<file path="config.mk">
export PLATFORM = sky130hd
export DESIGN_NAME = motion_bbox_tracker_flat
export DESIGN_NICKNAME = d
export VERILOG_FILES = /design/src/rtl/motion_bbox_tracker_if.sv /design/src/rtl/motion_bbox_tracker.sv /design/src/flat_wrapper.sv
export SDC_FILE = /design/constraint.sdc
export NUM_CORES = 1
export LEC_CHECK = 0
export ABC_AREA = 0
export CORE_MARGIN = 1
export CORE_UTILIZATION = 35
export CTS_CLUSTER_DIAMETER = 60
export DETAILED_ROUTE_END_ITERATION = 7
export PLACE_DENSITY = 0.56
export RECOVER_POWER = 50
export SLEW_MARGIN = 20
export SYNTH_ARGS = -nofsm -noshare
export SYNTH_HDL_FRONTEND = slang
export SYNTH_SLANG_ARGS = --single-unit
</file>
<file path="constraint.sdc">
create_clock -name clk -period 4.6 [get_ports clk]
set_input_delay 0.92 -clock clk [delete_from_list [all_inputs] [get_ports clk]]
set_output_delay 0.92 -clock clk [all_outputs]
set_load 0.02 [all_outputs]
</file>
<file path="src/rtl/motion_bbox_tracker_if.sv">
// Pixel-stream / bounding-box bundle for motion_bbox_tracker.
//   Pixel side (source -> tracker): frame_start, pix_valid, pix_xpos, pix_ypos, pix_bin
//   Box side (tracker -> overlay): box_xmin/xmax/ymin/ymax, box_valid, box_update, box_pix_cnt
// master: pixel source / box consumer. slave: the tracker.
interface motion_bbox_tracker_if #(
    parameter int unsigned COORD_W = 12,
    parameter int unsigned CNT_W   = 20
);
    logic               frame_start;
    logic               pix_valid;
    logic [COORD_W-1:0] pix_xpos;
    logic [COORD_W-1:0] pix_ypos;
    logic               pix_bin;

    logic [COORD_W-1:0] box_xmin;
    logic [COORD_W-1:0] box_xmax;
    logic [COORD_W-1:0] box_ymin;
    logic [COORD_W-1:0] box_ymax;
    logic               box_valid;
    logic               box_update;
    logic [CNT_W-1:0]   box_pix_cnt;

    modport master (
        output frame_start, pix_valid, pix_xpos, pix_ypos, pix_bin,
        input  box_xmin, box_xmax, box_ymin, box_ymax, box_valid, box_update, box_pix_cnt
    );

    modport slave (
        input  frame_start, pix_valid, pix_xpos, pix_ypos, pix_bin,
        output box_xmin, box_xmax, box_ymin, box_ymax, box_valid, box_update, box_pix_cnt
    );
endinterface

</file>
<file path="src/rtl/motion_bbox_tracker.sv">
// Motion bounding-box tracker.
// Accumulates the bounding box of thresholded motion pixels over FRAME_ACC frames and
// publishes a registered box, a validity flag (>= MIN_PIX pixels) and a one-cycle update
// pulse at every window close.
// Ports:
//   clk        pixel clock
//   rst_n      asynchronous active-low reset
//   track_en_i tracking enable; low forces idle and clears box_valid
//   trk_io     slave side of motion_bbox_tracker_if (pixel stream in, box out)
module motion_bbox_tracker #(
    parameter int unsigned IMG_HDISP = 640,
    parameter int unsigned IMG_VDISP = 480,
    parameter int unsigned COORD_W   = 12,
    parameter int unsigned FRAME_ACC = 10,
    parameter int unsigned MIN_PIX   = 16,
    parameter int unsigned CNT_W     = 20
) (
    input  logic                    clk,
    input  logic                    rst_n,
    input  logic                    track_en_i,
    motion_bbox_tracker_if.slave    trk_io
);

    localparam int unsigned FRM_W = (FRAME_ACC > 1) ? $clog2(FRAME_ACC) : 1;
    localparam logic [FRM_W-1:0]   FrmLast = FRM_W'(FRAME_ACC - 1);
    localparam logic [COORD_W-1:0] XSent   = COORD_W'(IMG_HDISP);
    localparam logic [COORD_W-1:0] YSent   = COORD_W'(IMG_VDISP);
    localparam logic [CNT_W-1:0]   CntMax  = '1;
    localparam logic [CNT_W-1:0]   MinCnt  = CNT_W'(MIN_PIX);

    typedef enum logic [0:0] {StIdle, StAccum} state_e;

    typedef struct packed {
        logic [COORD_W-1:0] xmin;
        logic [COORD_W-1:0] xmax;
        logic [COORD_W-1:0] ymin;
        logic [COORD_W-1:0] ymax;
        logic [CNT_W-1:0]   cnt;
    } acc_t;

    state_e             state_q, state_d;
    logic [FRM_W-1:0]   frm_q, frm_d;
    acc_t               acc_q, acc_d;
    acc_t               sent, base, mrg;

    logic [COORD_W-1:0] box_xmin_q, box_xmin_d;
    logic [COORD_W-1:0] box_xmax_q, box_xmax_d;
    logic [COORD_W-1:0] box_ymin_q, box_ymin_d;
    logic [COORD_W-1:0] box_ymax_q, box_ymax_d;
    logic               box_valid_q, box_valid_d;
    logic               box_update_q, box_update_d;
    logic [CNT_W-1:0]   box_pix_cnt_q, box_pix_cnt_d;

    logic               hit;
    logic               close;

    // Accumulator merge: the current pixel is folded into either the running accumulators
    // or fresh sentinels (window open / window close), so a hit on a frame_start cycle
    // always lands in the window that frame_start opens.
    always_comb begin
        sent      = '0;
        sent.xmin = XSent;
        sent.ymin = YSent;

        hit   = trk_io.pix_valid & trk_io.pix_bin &
                (trk_io.pix_xpos < XSent) & (trk_io.pix_ypos < YSent);
        close = (state_q == StAccum) && trk_io.frame_start && (frm_q == FrmLast);

        base = ((state_q == StIdle) || close) ? sent : acc_q;
        mrg  = base;
        if (hit) begin
            if (trk_io.pix_xpos < base.xmin) mrg.xmin = trk_io.pix_xpos;
            if (trk_io.pix_xpos > base.xmax) mrg.xmax = trk_io.pix_xpos;
            if (trk_io.pix_ypos < base.ymin) mrg.ymin = trk_io.pix_ypos;
            if (trk_io.pix_ypos > base.ymax) mrg.ymax = trk_io.pix_ypos;
            // Saturating count: a huge window must not wrap below MIN_PIX.
            if (base.cnt != CntMax) mrg.cnt = base.cnt + 1'b1;
        end
    end

    always_comb begin
        state_d       = state_q;
        frm_d         = frm_q;
        acc_d         = acc_q;
        box_xmin_d    = box_xmin_q;
        box_xmax_d    = box_xmax_q;
        box_ymin_d    = box_ymin_q;
        box_ymax_d    = box_ymax_q;
        box_valid_d   = box_valid_q;
        box_update_d  = 1'b0;
        box_pix_cnt_d = box_pix_cnt_q;

        if (!track_en_i) begin
            // Disable drops the window in progress; the last box coordinates stay visible.
            state_d     = StIdle;
            frm_d       = '0;
            acc_d       = sent;
            box_valid_d = 1'b0;
        end else begin
            unique case (state_q)
                StIdle: begin
                    acc_d = sent;
                    if (trk_io.frame_start) begin
                        state_d = StAccum;
                        frm_d   = '0;
                        acc_d   = mrg;
                    end
                end
                StAccum: begin
                    acc_d = mrg;
                    if (close) begin
                        frm_d         = '0;
                        box_update_d  = 1'b1;
                        box_pix_cnt_d = acc_q.cnt;
                        if (acc_q.cnt >= MinCnt) begin
                            box_xmin_d  = acc_q.xmin;
                            box_xmax_d  = acc_q.xmax;
                            box_ymin_d  = acc_q.ymin;
                            box_ymax_d  = acc_q.ymax;
                            box_valid_d = 1'b1;
                        end else begin
                            box_valid_d = 1'b0;
                        end
                    end else if (trk_io.frame_start) begin
                        frm_d = frm_q + 1'b1;
                    end
                end
                default: state_d = StIdle;
            endcase
        end
    end

    always_ff @(posedge clk or negedge rst_n) begin
        if (!rst_n) begin
            state_q       <= StIdle;
            frm_q         <= '0;
            acc_q         <= '{xmin: XSent, xmax: '0, ymin: YSent, ymax: '0, cnt: '0};
            box_xmin_q    <= '0;
            box_xmax_q    <= '0;
            box_ymin_q    <= '0;
            box_ymax_q    <= '0;
            box_valid_q   <= 1'b0;
            box_update_q  <= 1'b0;
            box_pix_cnt_q <= '0;
        end else begin
            state_q       <= state_d;
            frm_q         <= frm_d;
            acc_q         <= acc_d;
            box_xmin_q    <= box_xmin_d;
            box_xmax_q    <= box_xmax_d;
            box_ymin_q    <= box_ymin_d;
            box_ymax_q    <= box_ymax_d;
            box_valid_q   <= box_valid_d;
            box_update_q  <= box_update_d;
            box_pix_cnt_q <= box_pix_cnt_d;
        end
    end

    assign trk_io.box_xmin    = box_xmin_q;
    assign trk_io.box_xmax    = box_xmax_q;
    assign trk_io.box_ymin    = box_ymin_q;
    assign trk_io.box_ymax    = box_ymax_q;
    assign trk_io.box_valid   = box_valid_q;
    assign trk_io.box_update  = box_update_q;
    assign trk_io.box_pix_cnt = box_pix_cnt_q;

endmodule

</file>
<file path="src/flat_wrapper.sv">
// flat-port wrapper written by rule: the top's interface ports become plain ports
module motion_bbox_tracker_flat 
#(
    parameter int unsigned IMG_HDISP = 640,
    parameter int unsigned IMG_VDISP = 480,
    parameter int unsigned COORD_W   = 12,
    parameter int unsigned FRAME_ACC = 10,
    parameter int unsigned MIN_PIX   = 16,
    parameter int unsigned CNT_W     = 20
)
  (clk, rst_n, track_en_i, trk_io_frame_start, trk_io_pix_valid, trk_io_pix_xpos, trk_io_pix_ypos, trk_io_pix_bin, trk_io_box_xmin, trk_io_box_xmax, trk_io_box_ymin, trk_io_box_ymax, trk_io_box_valid, trk_io_box_update, trk_io_box_pix_cnt);
  motion_bbox_tracker_if #(.COORD_W(COORD_W), .CNT_W(CNT_W)) trk_io_i ();
  input  logic clk;
  input  logic rst_n;
  input  logic track_en_i;
  input wire logic [$bits(trk_io_i.frame_start)-1:0] trk_io_frame_start;
  input wire logic [$bits(trk_io_i.pix_valid)-1:0] trk_io_pix_valid;
  input wire logic [$bits(trk_io_i.pix_xpos)-1:0] trk_io_pix_xpos;
  input wire logic [$bits(trk_io_i.pix_ypos)-1:0] trk_io_pix_ypos;
  input wire logic [$bits(trk_io_i.pix_bin)-1:0] trk_io_pix_bin;
  output wire logic [$bits(trk_io_i.box_xmin)-1:0] trk_io_box_xmin;
  output wire logic [$bits(trk_io_i.box_xmax)-1:0] trk_io_box_xmax;
  output wire logic [$bits(trk_io_i.box_ymin)-1:0] trk_io_box_ymin;
  output wire logic [$bits(trk_io_i.box_ymax)-1:0] trk_io_box_ymax;
  output wire logic [$bits(trk_io_i.box_valid)-1:0] trk_io_box_valid;
  output wire logic [$bits(trk_io_i.box_update)-1:0] trk_io_box_update;
  output wire logic [$bits(trk_io_i.box_pix_cnt)-1:0] trk_io_box_pix_cnt;
  assign trk_io_i.frame_start = trk_io_frame_start;
  assign trk_io_i.pix_valid = trk_io_pix_valid;
  assign trk_io_i.pix_xpos = trk_io_pix_xpos;
  assign trk_io_i.pix_ypos = trk_io_pix_ypos;
  assign trk_io_i.pix_bin = trk_io_pix_bin;
  assign trk_io_box_xmin = trk_io_i.box_xmin;
  assign trk_io_box_xmax = trk_io_i.box_xmax;
  assign trk_io_box_ymin = trk_io_i.box_ymin;
  assign trk_io_box_ymax = trk_io_i.box_ymax;
  assign trk_io_box_valid = trk_io_i.box_valid;
  assign trk_io_box_update = trk_io_i.box_update;
  assign trk_io_box_pix_cnt = trk_io_i.box_pix_cnt;
  motion_bbox_tracker #(.IMG_HDISP(IMG_HDISP), .IMG_VDISP(IMG_VDISP), .COORD_W(COORD_W), .FRAME_ACC(FRAME_ACC), .MIN_PIX(MIN_PIX), .CNT_W(CNT_W)) u_core (.clk(clk), .rst_n(rst_n), .track_en_i(track_en_i), .trk_io(trk_io_i));
endmodule
</file>
==> reports/metrics.yaml, run 1 <==
floorplan:
  floorplan.initialDensity_pct: 36.0
  row_count: 52
  io-pin-count: 100
  chipWidth_microns: 147
  die_h_microns: 147
  floorplan.core_area_sq_um: 20400
  total_die_area_sq_um: 21600
critical_path:
  reg2reg_slack_ps: 1200
  worstRegToRegCells: 11
  crit_type: "primary input to register"
  arrival_ps: 4260
  regToRegStartpoint: "u_core.frm_q[0]"
  crit_start: "trk_io_frame_start"
  worstReg2RegEnd: "u_core.acc_q[41]"
  timing.critical_path.to: "u_core.acc_q[41]"
  required_ps: 4930
  setup.worst_path.end_class: "register"
  worst_setup_path_start_kind: "primary input"
  crit_fanout: 43
drt:
  post-route-drc-count: 0
  firstDrtPassIters: 4
  drt_iter0_drc: 341
  avgRoutedWirePerCell_microns: 17.4
  via_count: 5717
  wirelength_microns: 18700
  vias_per_cell: 5.33
  antenna_left: 0
sta:
  fin_crit_ps: 3930
  rsz0062_at_grt: "false"
  whs_ps: 499
  fin_setup_tns_ps: 0
  final-setup-viol-count: 0
  final_hold_viol_count: 0
  maxSlewHeadroom_pct: -105
  fin_ws_ps: 674
  layout_worst_path_cycle_share_pct: 85.4
  achievable-frequency_mhz: 255
  timing.clock.skew_ps: 9.82
  finalMaxSlewViolations: 66
  worst-slew-pin-transition_ps: 3080
run:
  maxCapViolCount: 1
power_and_ir_drop:
  switching_share_pct: 22.3
  ir_drop_uv: 248
  pwr_density_cell_nw_per_um2: 311
  power.share.clock_pct: 50.6
  internal_power_mw: 2.26
  leakage_nw: 4.30
  seqPwrFrac_pct: 43.5
  power.switching_mw: 0.649
  combPwrFrac_pct: 5.9
cells_and_area:
  n_fill_cell: 1911
  area_delta_synth_final_pct: 27.0
  sequential_cell_area_sq_um: 3590
  multi_input_comb_area_sq_um: 3630
  antenna_cells_inserted: 0
  share_of_cells_above_drive_strength_1_pct: 16.2
  num-nets-final: 868
synthesis:
  synth_top_cell_area_share_pct: 46.6
  avg_inst_size_synth_sq_um: 10.7
  synthFlopType: "sky130_fd_sc_hd__dfrtp_1"
  syn_area_sq_um: 7350
  synth.ff_latch_count: 143
  yosysSeqAreaShare_pct: 48.8
  post_synth_num_cell_types: 51
  ys_async_sr_fraction_pct: 100
  synth_largest_area_cell: "sky130_fd_sc_hd__dfrtp_1"
  count_of_flip_flops_with_a_built_in_enable_after_synthesis: 0
  yosysWarnings: 0
  synthesis.instances: 689
  synthTopCellsByArea: "sky130_fd_sc_hd__dfrtp_1 (47%), sky130_fd_sc_hd__mux2_2 (10%), sky130_fd_sc_hd__ha_1 (8.3%)"
  mappedNetlistNets: 768
cts:
  clock_tree_from_tritoncts: "built"
  cts_num_sinks: 143
  ctsHoldBuffers: 0
  insertion_delay_ps: 430
  ctsRootBufferMaster: "sky130_fd_sc_hd__clkbuf_16"
  cts.path.max_buffers: 2
  post-cts-setup-buffers: 0
  cts.clk_slew.worst_paths_ps: 60
  htree_levels: 4
  cts_made_buffers: 17
  cts_repair_resized_insts: 0
global_routing:
  grt_use_total_pct: 18.1
  grt_overflow_total: 0
  number_of_global_route_vias_before_repair: 5770
  number_of_antenna_violations_at_the_first_check_in_global_routing: 0
  grt_max_degree: 79
  first_pass_grt_wire_length_microns: 30400
placed_design:
  place.detailed.hpwl_microns: 13400
  gp_congestion: 0.855
  pre_cts_slack_ps: 349
  place.port_buffers: 99
hold_path:
  hold_depth: 1
  timing.hold.worst.class: "register to register"
run_status:
  run_status: "complete, but fails checks"
  failed_checks: "capacitance limit, slew limit"
[worst max-delay path: stages]
cell,delay (ps)
sky130_fd_sc_hd__dlygate4sd3_1,660
sky130_fd_sc_hd__and4b_1,380
sky130_fd_sc_hd__nor2_2,190
sky130_fd_sc_hd__buf_12,230
sky130_fd_sc_hd__nand2_1,110
sky130_fd_sc_hd__ha_1,300
sky130_fd_sc_hd__nand4_1,120
sky130_fd_sc_hd__a2111oi_0,370
sky130_fd_sc_hd__o21ai_0,160
sky130_fd_sc_hd__and4_1,450
sky130_fd_sc_hd__nor3b_1,310
[per-layer routing]
layer  wire [microns]  up-vias  GRT usage, %
met5                0        -             0
met4              315        0          6.55
met3              833       28          3.45
met2             8750      126          29.0
met1             8760     2882          24.3
li1                 -     2681             -
[cell usage after synthesis, drive strengths merged (11+ instances only)]
| cell type | instances |
|---|---|
| nand4 | 27 |
| mux2 | 68 |
| ha | 49 |
| inv | 11 |
| a21oi | 27 |
| and3 | 17 |
| nor4 | 11 |
| buf | 14 |
| dfrtp | 137 |
| nand3 | 12 |
| clkbuf | 18 |
| mux2i | 45 |
| nand2 | 123 |
| nor2 | 40 |
| o21ai | 20 |
[worst min path at each step]
stage                                       start                            end  slack [ps]
floorplan                        u_core.acc_q[30]     u_core.trk_io.box_ymax[10]         490
global placement        u_core.trk_io.box_ymax[9]      u_core.trk_io.box_ymax[9]         490
detailed placement      u_core.trk_io.box_xmax[3]      u_core.trk_io.box_xmax[3]         490
CTS                                         rst_n      u_core.trk_io.box_ymax[4]         500
global route        u_core.trk_io.box_pix_cnt[12]  u_core.trk_io.box_pix_cnt[12]         510
finish              u_core.trk_io.box_pix_cnt[12]  u_core.trk_io.box_pix_cnt[12]         500
[layout by cell type, fill, tap and decap left out, types with 3 or more instances in the layout]
cell type | netlist | final
sky130_fd_sc_hd__nand3_1 | 12 | 12
sky130_fd_sc_hd__nor4_1 | 11 | 11
sky130_fd_sc_hd__a21oi_1 | 27 | 27
sky130_fd_sc_hd__nor2_1 | 40 | 37
sky130_fd_sc_hd__dfrtp_1 | 137 | 137
sky130_fd_sc_hd__clkbuf_16 | 0 | 17
sky130_fd_sc_hd__dfstp_2 | 6 | 6
sky130_fd_sc_hd__o211ai_1 | 7 | 7
sky130_fd_sc_hd__dlygate4sd3_1 | 0 | 34
sky130_fd_sc_hd__clkbuf_1 | 18 | 4
sky130_fd_sc_hd__mux2i_1 | 45 | 45
sky130_fd_sc_hd__nor2b_1 | 4 | 4
sky130_fd_sc_hd__bufinv_16 | 0 | 4
sky130_fd_sc_hd__and3_1 | 16 | 16
sky130_fd_sc_hd__clkdlybuf4s50_1 | 0 | 64
sky130_fd_sc_hd__inv_1 | 11 | 11
sky130_fd_sc_hd__nand2_1 | 123 | 122
sky130_fd_sc_hd__nor3_1 | 6 | 6
sky130_fd_sc_hd__or3_1 | 5 | 5
sky130_fd_sc_hd__nor2_2 | 0 | 3
sky130_fd_sc_hd__nand4_1 | 26 | 26
sky130_fd_sc_hd__buf_4 | 3 | 12
sky130_fd_sc_hd__mux2_2 | 68 | 68
sky130_fd_sc_hd__o21ai_0 | 18 | 18
sky130_fd_sc_hd__nor3b_1 | 5 | 5
sky130_fd_sc_hd__and2_1 | 3 | 3
sky130_fd_sc_hd__a21o_1 | 5 | 5
sky130_fd_sc_hd__ha_1 | 49 | 49
[cell families (layout without fill, tap and decap cells)]
group / count (synthesis) / in the layout / share of synthesized area (%)
simple gates: 263 / 263 / 17.1
flops: 143 / 143 / 48.8
mux: 113 / 113 / 16.5
compound gates: 76 / 76 / 6.57
fa+ha+maj: 49 / 49 / 8.34
buf+inv: 43 / 156 / 2.43
xor+xnor: 2 / 2 / 0.238
[stage by stage]
step	cell area [sq um]	utilization, %	cells	power (mW)
global route	9340	45.7	1072	3.01
global placement	8710	42.7	1040	1.46
CTS	9340	45.7	1072	2.93
finish	9340	45.7	1072	2.91
detailed placement	8710	42.7	1040	1.46
floorplan	7350	-	689	1.36
[area by class of cell]
class | count | area share (%)
Tap cell | 270 | 3.62
Timing Repair Buffer | 113 | 12.0
Inverter | 11 | 0.442
Multi-Input combinational cell | 503 | 38.8
Sequential cell | 143 | 38.4
Clock inverter | 9 | 1.69
Clock buffer | 23 | 5.01
[registers in the layout, summed over array words and instances, names as in the netlist]
signal,count
u_core.acc_q,68
u_core.frm_q,4
u_core.state_q,1
u_core.trk_io.box_pix_cnt,20
u_core.trk_io.box_update,1
u_core.trk_io.box_valid,1
u_core.trk_io.box_xmax,12
u_core.trk_io.box_xmin,12
u_core.trk_io.box_ymax,12
u_core.trk_io.box_ymin,12
[power by group through the flow]
| stage | sequential (mW) | clock (mW) | combinational, mW |
|---|---|---|---|
| after global routing | 1.26 | 1.55 | 0.195 |
| after CTS | 1.26 | 1.49 | 0.176 |
| final | 1.26 | 1.47 | 0.172 |
| after global placement | 1.29 | 0 | 0.170 |
| after floorplan | 1.28 | 0 | 0.0756 |
| after detailed placement | 1.29 | 0 | 0.175 |
Note: power is estimated with default switching activity, not from simulation.
==> run 2, diff against run 1 <==
--- a/config.mk
+++ b/config.mk
@@ -10,7 +10,8 @@
 export CORE_UTILIZATION = 35
 export CTS_CLUSTER_DIAMETER = 60
 export DETAILED_ROUTE_END_ITERATION = 7
-export PLACE_DENSITY = 0.56
+export DONT_BUFFER_PORTS = 1
+export PLACE_DENSITY = 0.5
 export RECOVER_POWER = 50
 export SLEW_MARGIN = 20
 export SYNTH_ARGS = -nofsm -noshare
==> run 2 against run 1 <==
  * The flow now finishes without violations
  * Clock skew barely moved
  * Maximum frequency rose by 1.7%
  * Largest power group unchanged
  * Highest routed layer unchanged
  * Sequential power barely moved
  * Critical path depth rose by 1
==> reports/metrics.yaml, run 2 (synthesis results as in run 1) <==
run:
  maxCapViolCount: 0  # -1
drt:
  firstDrtPassIters: 5  # +1
  drt_iter0_drc: 323  # -5.3%
  antenna_left: 0  # unchanged
  post-route-drc-count: 0  # unchanged
  uppermost_signal_routing_layer_after_detailed_routing: "met4"
  vias_per_cell: 5.42  # +1.7%
  avgRoutedWirePerCell_microns: 19.0  # +9.1%
  wl_met2_microns: 8700  # -0.49%
  route.layer.met1.wl_microns: 8300  # -5.2%
  wirelength_microns: 18400  # -1.2%
  via_count: 5265  # -7.9%
  met3_length_microns: 1120  # +34%
cells_and_area:
  n_fill_cell: 1970  # +3.1%
  area_delta_synth_final_pct: 13.3
  final_standard_cell_area_without_fillers_sq_um: 8330  # -11%
  commonest_cells_after_routing_fill_and_taps_aside: "sky130_fd_sc_hd__dfrtp_1 (137), sky130_fd_sc_hd__nand2_1 (122), sky130_fd_sc_hd__mux2_2 (68)"
  largest_reg_flops: 68  # unchanged
  share_of_cells_above_drive_strength_1_pct: 18.3  # +2.1 points
  commonest_non_fill_non_tap_cell_in_the_layout: "sky130_fd_sc_hd__dfrtp_1"
  antenna_cells_inserted: 0  # unchanged
  num-nets-final: 767  # -12%
  register_containing_the_most_flip_flops_in_the_final_layout: "u_core.acc_q"
power_and_ir_drop:
  combPwrFrac_pct: 3.6  # -2.3 points
  leakage_nw: 3.83  # -11%
  power.switching_mw: 0.622  # -4.2%
  internal_power_mw: 2.29  # +1.5%
  switching_share_pct: 21.3  # -0.99 points
  ir_drop_uv: 225  # -9.5%
  power.share.clock_pct: 53.1  # +2.5 points
  seqPwrFrac_pct: 43.3  # -0.2 points
  pwr_density_cell_nw_per_um2: 350  # +12%
critical_path:
  critical-path-slowest-cell: "sky130_fd_sc_hd__a2111oi_0"
  crit_start: "u_core.frm_q[0]"
  worst_path_dominant_cell_family: "simple AND/OR/NAND/NOR gates"
  cpPeakStageDelay_ps: 460  # -200 ps
  setup.worst_path.end_class: "register"
  worstRegToRegCells: 12  # +1
  worst_setup_path_start_kind: "register"
  reg2reg_slack_ps: 740  # -460 ps
  timing.critical_path.to: "u_core.acc_q[43]"
  crit_type: "register to register"
  cp.depth: 12  # +1
  crit_fanout: 24  # -44%
  worstReg2RegEnd: "u_core.acc_q[43]"
  required_ps: 4920  # about the same
  worstPathCellList: "ha_1, and4b_1, nor2_2, buf_4, buf_4, nand2_1, ha_1, nand4_1, a2111oi_0, o21ai_0, and4_1, nor3b_1"
  arrival_ps: 4180  # -80 ps
  critPathBufInv: 2  # unchanged
  regToRegStartpoint: "u_core.frm_q[0]"
run_status:
  run_status: "complete, no violations"
sta:
  timing.clock.skew_ps: 10.0  # +0.187 ps
  maxSlewHeadroom_pct: 20.6  # +130 points
  final_hold_viol_count: 0  # unchanged
  whs_ps: 186  # -313 ps
  worst-slew-pin-transition_ps: 1190  # -1880 ps
  layout_worst_path_cycle_share_pct: 83.9  # -1.4 points
  rsz0062_at_grt: "false"
  fin_setup_tns_ps: 0  # unchanged
  achievable-frequency_mhz: 259  # +1.7%
  finalMaxSlewViolations: 0  # -100%
  fin_ws_ps: 738  # +64.9 ps
  final-setup-viol-count: 0  # unchanged
  fin_crit_ps: 3860  # -64.9 ps
global_routing:
  number_of_global_route_vias_before_repair: 5390  # -6.6%
  grt_max_degree: 144  # +82%
  number_of_antenna_violations_at_the_first_check_in_global_routing: 0  # unchanged
  first_pass_grt_wire_length_microns: 29800  # -2.0%
  grt_use_total_pct: 17.9  # -0.15 points
  grt_overflow_total: 0  # unchanged
cts:
  htree_levels: 4  # unchanged
  cts.clk_slew.worst_paths_ps: 60  # about the same
  post-cts-setup-buffers: 0  # unchanged
  ctsHoldBuffers: 0  # unchanged
  cts.path.max_buffers: 2  # unchanged
  cts_repair_resized_insts: 0  # unchanged
  insertion_delay_ps: 430  # about the same
  ctsRootBufferMaster: "sky130_fd_sc_hd__clkbuf_16"
  cts_made_buffers: 17  # unchanged
  clock_tree_from_tritoncts: "built"
  cts_num_sinks: 143  # unchanged
floorplan:
  floorplan.core_area_sq_um: 20400  # unchanged
  row_count: 52  # unchanged
  chipWidth_microns: 147  # unchanged
  io-pin-count: 100  # unchanged
  floorplan.initialDensity_pct: 36.0  # unchanged
  die_h_microns: 147  # unchanged
  total_die_area_sq_um: 21600  # unchanged
placed_design:
  place.detailed.hpwl_microns: 13200  # -1.4%
  gp_congestion: 0.835  # -2.4%
  placement.cell_area_sq_um: 7680  # -12%
  pre_cts_slack_ps: 590  # +241 ps
  place.port_buffers: 0  # -100%
hold_path:
  timing.hold.worst.class: "primary input to async pin"
==> run 2: worst register-to-register path, cell delays in order (launching register included) <==
cell,delay [ps]
sky130_fd_sc_hd__dfrtp_1,410
sky130_fd_sc_hd__ha_1,240
sky130_fd_sc_hd__and4b_1,360
sky130_fd_sc_hd__nor2_2,260
sky130_fd_sc_hd__buf_4,260
sky130_fd_sc_hd__buf_4,310
sky130_fd_sc_hd__nand2_1,100
sky130_fd_sc_hd__ha_1,300
sky130_fd_sc_hd__nand4_1,140
sky130_fd_sc_hd__a2111oi_0,460
sky130_fd_sc_hd__o21ai_0,170
sky130_fd_sc_hd__and4_1,450
sky130_fd_sc_hd__nor3b_1,300
==> run 2: worst min-delay path by stage <==
| stage | cells after the start | startpoint | end | slack [ps] |
|---|---|---|---|---|
| 6_report | 0 | rst_n | u_core.trk_io.box_ymax[4] | 190 |
| 3_5_place_dp | 1 | u_core.acc_q[30] | u_core.acc_q[30] | 530 |
| 3_3_place_gp | 2 | u_core.acc_q[56] | u_core.acc_q[56] | 520 |
| 5_1_grt | 0 | rst_n | u_core.trk_io.box_ymax[4] | 160 |
| 4_1_cts | 0 | rst_n | u_core.trk_io.box_ymax[4] | 170 |
| 2_1_floorplan | 1 | u_core.acc_q[30] | u_core.trk_io.box_ymax[10] | 490 |
==> run 2: per-layer routing <==
layer / up-vias / GRT usage (%)
met4: 0 / 6.91
met5: - / 0
li1: 2490 / -
met3: 21 / 4.53
met2: 124 / 29.1
met1: 2630 / 22.9
==> run 2: power groups by stage <==
stage / Sequential, mW / Clock, mW / Combinational, mW
global route: 1.26 / 1.64 / 0.121
floorplan: 1.28 / 0 / 0.0756
finish: 1.26 / 1.55 / 0.106
CTS: 1.26 / 1.59 / 0.107
detailed placement: 1.28 / 0 / 0.106
global placement: 1.28 / 0 / 0.102
==> run 2: final cells by class <==
class,instances,area (sq um),share of cell area (%)
clock inverters,12,205,2.46
flip-flops and latches,143,3590,43.0
repair buffers,12,78.8,0.946
clock buffers,20,457,5.48
inverters,11,41.3,0.495
well taps,270,338,4.05
multi-input cells,503,3630,43.5
==> run 2: through the flow <==
step                utilization [%]  instances  power [mW]
finish                         40.8        971        2.91
global route                   40.8        971        3.02
CTS                            40.8        971        2.95
detailed placement             37.6        939        1.39
global placement               37.6        939        1.38
floorplan                         -        689        1.36
==> run 3, diff against run 2 <==
==> constraint.sdc (replaced) <==
create_clock -name clk -period 4 [get_ports clk]
set_input_delay 0.8 -clock clk [delete_from_list [all_inputs] [get_ports clk]]
set_output_delay 0.8 -clock clk [all_outputs]
set_load 0.02 [all_outputs]
==> run 3 against run 2 <==
  * Clock skew rose by 3.2 ps
  * Core utilization shrank 0.17 points
  * Critical path type unchanged
  * Register-to-register slack worse by 100 ps
  * Non-clock buffer count increased by 2
  * Highest routed layer unchanged
  * Maximum frequency rose by 15%
==> reports/metrics.yaml, run 3 (synthesis results as in run 1) <==
sta:
  whs_ps: 61.9  # -125 ps
  achievable-frequency_mhz: 298  # +15%
  layout_worst_path_cycle_share_pct: 84.0  # about the same
  fin_crit_ps: 3360  # -500 ps
  finalMaxSlewViolations: 0  # unchanged
  timing.clock.skew_ps: 13.2  # +3.16 ps
  fin_setup_tns_ps: 0  # unchanged
  worst-slew-pin-transition_ps: 913  # -278 ps
  final-setup-viol-count: 0  # unchanged
  final_hold_viol_count: 0  # unchanged
  fin_ws_ps: 639  # -99.6 ps
  rsz0062_at_grt: "false"
  maxSlewHeadroom_pct: 39.1  # +18 points
power_and_ir_drop:
  leakage_nw: 3.81  # -0.37%
  pwr_density_cell_nw_per_um2: 384  # +9.9%
  ir_drop_uv: 231  # +2.7%
critical_path:
  cpPeakStageDelay_ps: 530  # +70 ps
  setup.worst_path.end_class: "register"
  critical-path-slowest-cell: "sky130_fd_sc_hd__o311ai_2"
  worst_path_dominant_cell_family: "compound AO/OA/AOI/OAI gates"
  critPathBufInv: 2  # unchanged
  arrival_ps: 3710  # -470 ps
  required_ps: 4350  # -570 ps
  crit_type: "register to register"
  worst_setup_path_start_kind: "register"
  crit_fanout: 22  # -8.3%
  worstPathCellList: "ha_1, and4b_1, nor2_2, buf_4, nand2_1, ha_1, nor2b_1, o211ai_1, a21oi_1, o311ai_2, buf_4, mux2i_1"
drt:
  via_count: 5295  # +0.57%
  vias_per_cell: 5.44  # +0.36%
  wirelength_microns: 18500  # +0.20%
  firstDrtPassIters: 4  # -1
  antenna_left: 0  # unchanged
  avgRoutedWirePerCell_microns: 19.0  # about the same
  post-route-drc-count: 0  # unchanged
  drt_iter0_drc: 308  # -4.6%
floorplan:
  die_h_microns: 147  # unchanged
  floorplan.core_area_sq_um: 20400  # unchanged
  floorplan.initialDensity_pct: 36.0  # unchanged
  row_count: 52  # unchanged
  chipWidth_microns: 147  # unchanged
  io-pin-count: 100  # unchanged
  total_die_area_sq_um: 21600  # unchanged
placed_design:
  place.port_buffers: 0  # unchanged
  place.detailed.hpwl_microns: 13300  # +0.24%
  placement.cell_area_sq_um: 7700  # +0.20%
  pre_cts_slack_ps: 563  # -27.4 ps
  gp_congestion: 0.850  # +1.7%
cells_and_area:
  commonest_non_fill_non_tap_cell_in_the_layout: "sky130_fd_sc_hd__dfrtp_1"
  num-nets-final: 769  # +0.26%
  utilization_after_layout_pct: 40.6  # -0.17 points
  antenna_cells_inserted: 0  # unchanged
  register_containing_the_most_flip_flops_in_the_final_layout: "u_core.acc_q"
  area_delta_synth_final_pct: 12.8
  final_standard_cell_area_without_fillers_sq_um: 8300  # -0.42%
  commonest_cells_after_routing_fill_and_taps_aside: "sky130_fd_sc_hd__dfrtp_1 (137), sky130_fd_sc_hd__nand2_1 (122), sky130_fd_sc_hd__mux2_2 (68)"
  share_of_cells_above_drive_strength_1_pct: 18.9  # +0.66 points
  largest_reg_flops: 68  # unchanged
global_routing:
  grt_max_degree: 144  # unchanged
  grt_use_total_pct: 18.2  # +0.34 points
  grt_overflow_total: 0  # unchanged
  number_of_global_route_vias_before_repair: 5624  # +4.3%
  number_of_antenna_violations_at_the_first_check_in_global_routing: 0  # unchanged
  first_pass_grt_wire_length_microns: 30600  # +2.8%
cts:
  clock_tree_from_tritoncts: "built"
  cts_num_sinks: 143  # unchanged
  ctsRootBufferMaster: "sky130_fd_sc_hd__clkbuf_16"
  post-cts-setup-buffers: 0  # unchanged
  cts_made_buffers: 17  # unchanged
  htree_levels: 4  # unchanged
  cts_repair_resized_insts: 0  # unchanged
  ctsHoldBuffers: 0  # unchanged
  cts.clk_slew.worst_paths_ps: 60  # about the same
  cts.path.max_buffers: 2  # unchanged
  insertion_delay_ps: 430  # about the same
run:
  maxCapViolCount: 0  # unchanged
run_status:
  run_status: "complete, no violations"
hold_path:
  timing.hold.worst.class: "primary input to async pin"
## run 3: per-stage QoR
stage | instances | power, mW
finish | 973 | 3.19
global route | 973 | 3.31
CTS | 973 | 3.23
detailed placement | 941 | 1.60
global placement | 941 | 1.59
floorplan | 689 | 1.56
## run 3: final cells by class
type                            instances  area, sq um
Inverter                               11         41.3
Sequential cell                       143         3590
Timing Repair Buffer                   14          105
Multi-Input combinational cell        503         3630
Clock inverter                         11          130
Tap cell                              270          338
Clock buffer                           21          470
Fill cell                            1994        12100
## run 3: path summary, 6_finish.rpt
check / cells after the start / slack, ps / end / startpoint
hold / removal: 0 / 60 / u_core.trk_io.box_ymax[5] / rst_n
max in group asynchronous: 0 / 3670 / u_core.acc_q[37] / rst_n
setup reg to reg: 12 / 640 / u_core.acc_q[21] / u_core.frm_q[0]
min in group clk: 2 / 510 / u_core.acc_q[53] / trk_io_pix_xpos[9]
hold reg to reg: 1 / 540 / u_core.trk_io.box_xmax[11] / u_core.acc_q[55]
setup / recovery: 12 / 640 / u_core.acc_q[21] / u_core.frm_q[0]
## run 3: where the power goes
part           total (mW)  switching [mW]  internal (mW)
sequential           1.45         0.00131           1.45
clock                1.62           0.644          0.973
combinational       0.122          0.0795         0.0428
## run 3: metal layers
metal  routed length (microns)  GRT usage, %  part of all wire, %
met3                      1240          5.78                  6.7
met1                      8150          22.7                   44
met5                         0             0                    0
met2                      8650          29.5                   47
met4                       417          6.86                  2.3
## run 3: worst reg2reg max path: cells and delay by family, from the launching register on
kind | cells | cell delay (ps)
muxes | 1 | 220
DFF | 1 | 420
AOI/OAI and AO/OA | 3 | 780
adders and majority gates | 2 | 540
and+or+nand+nor | 4 | 760
buffers and inverters | 2 | 570
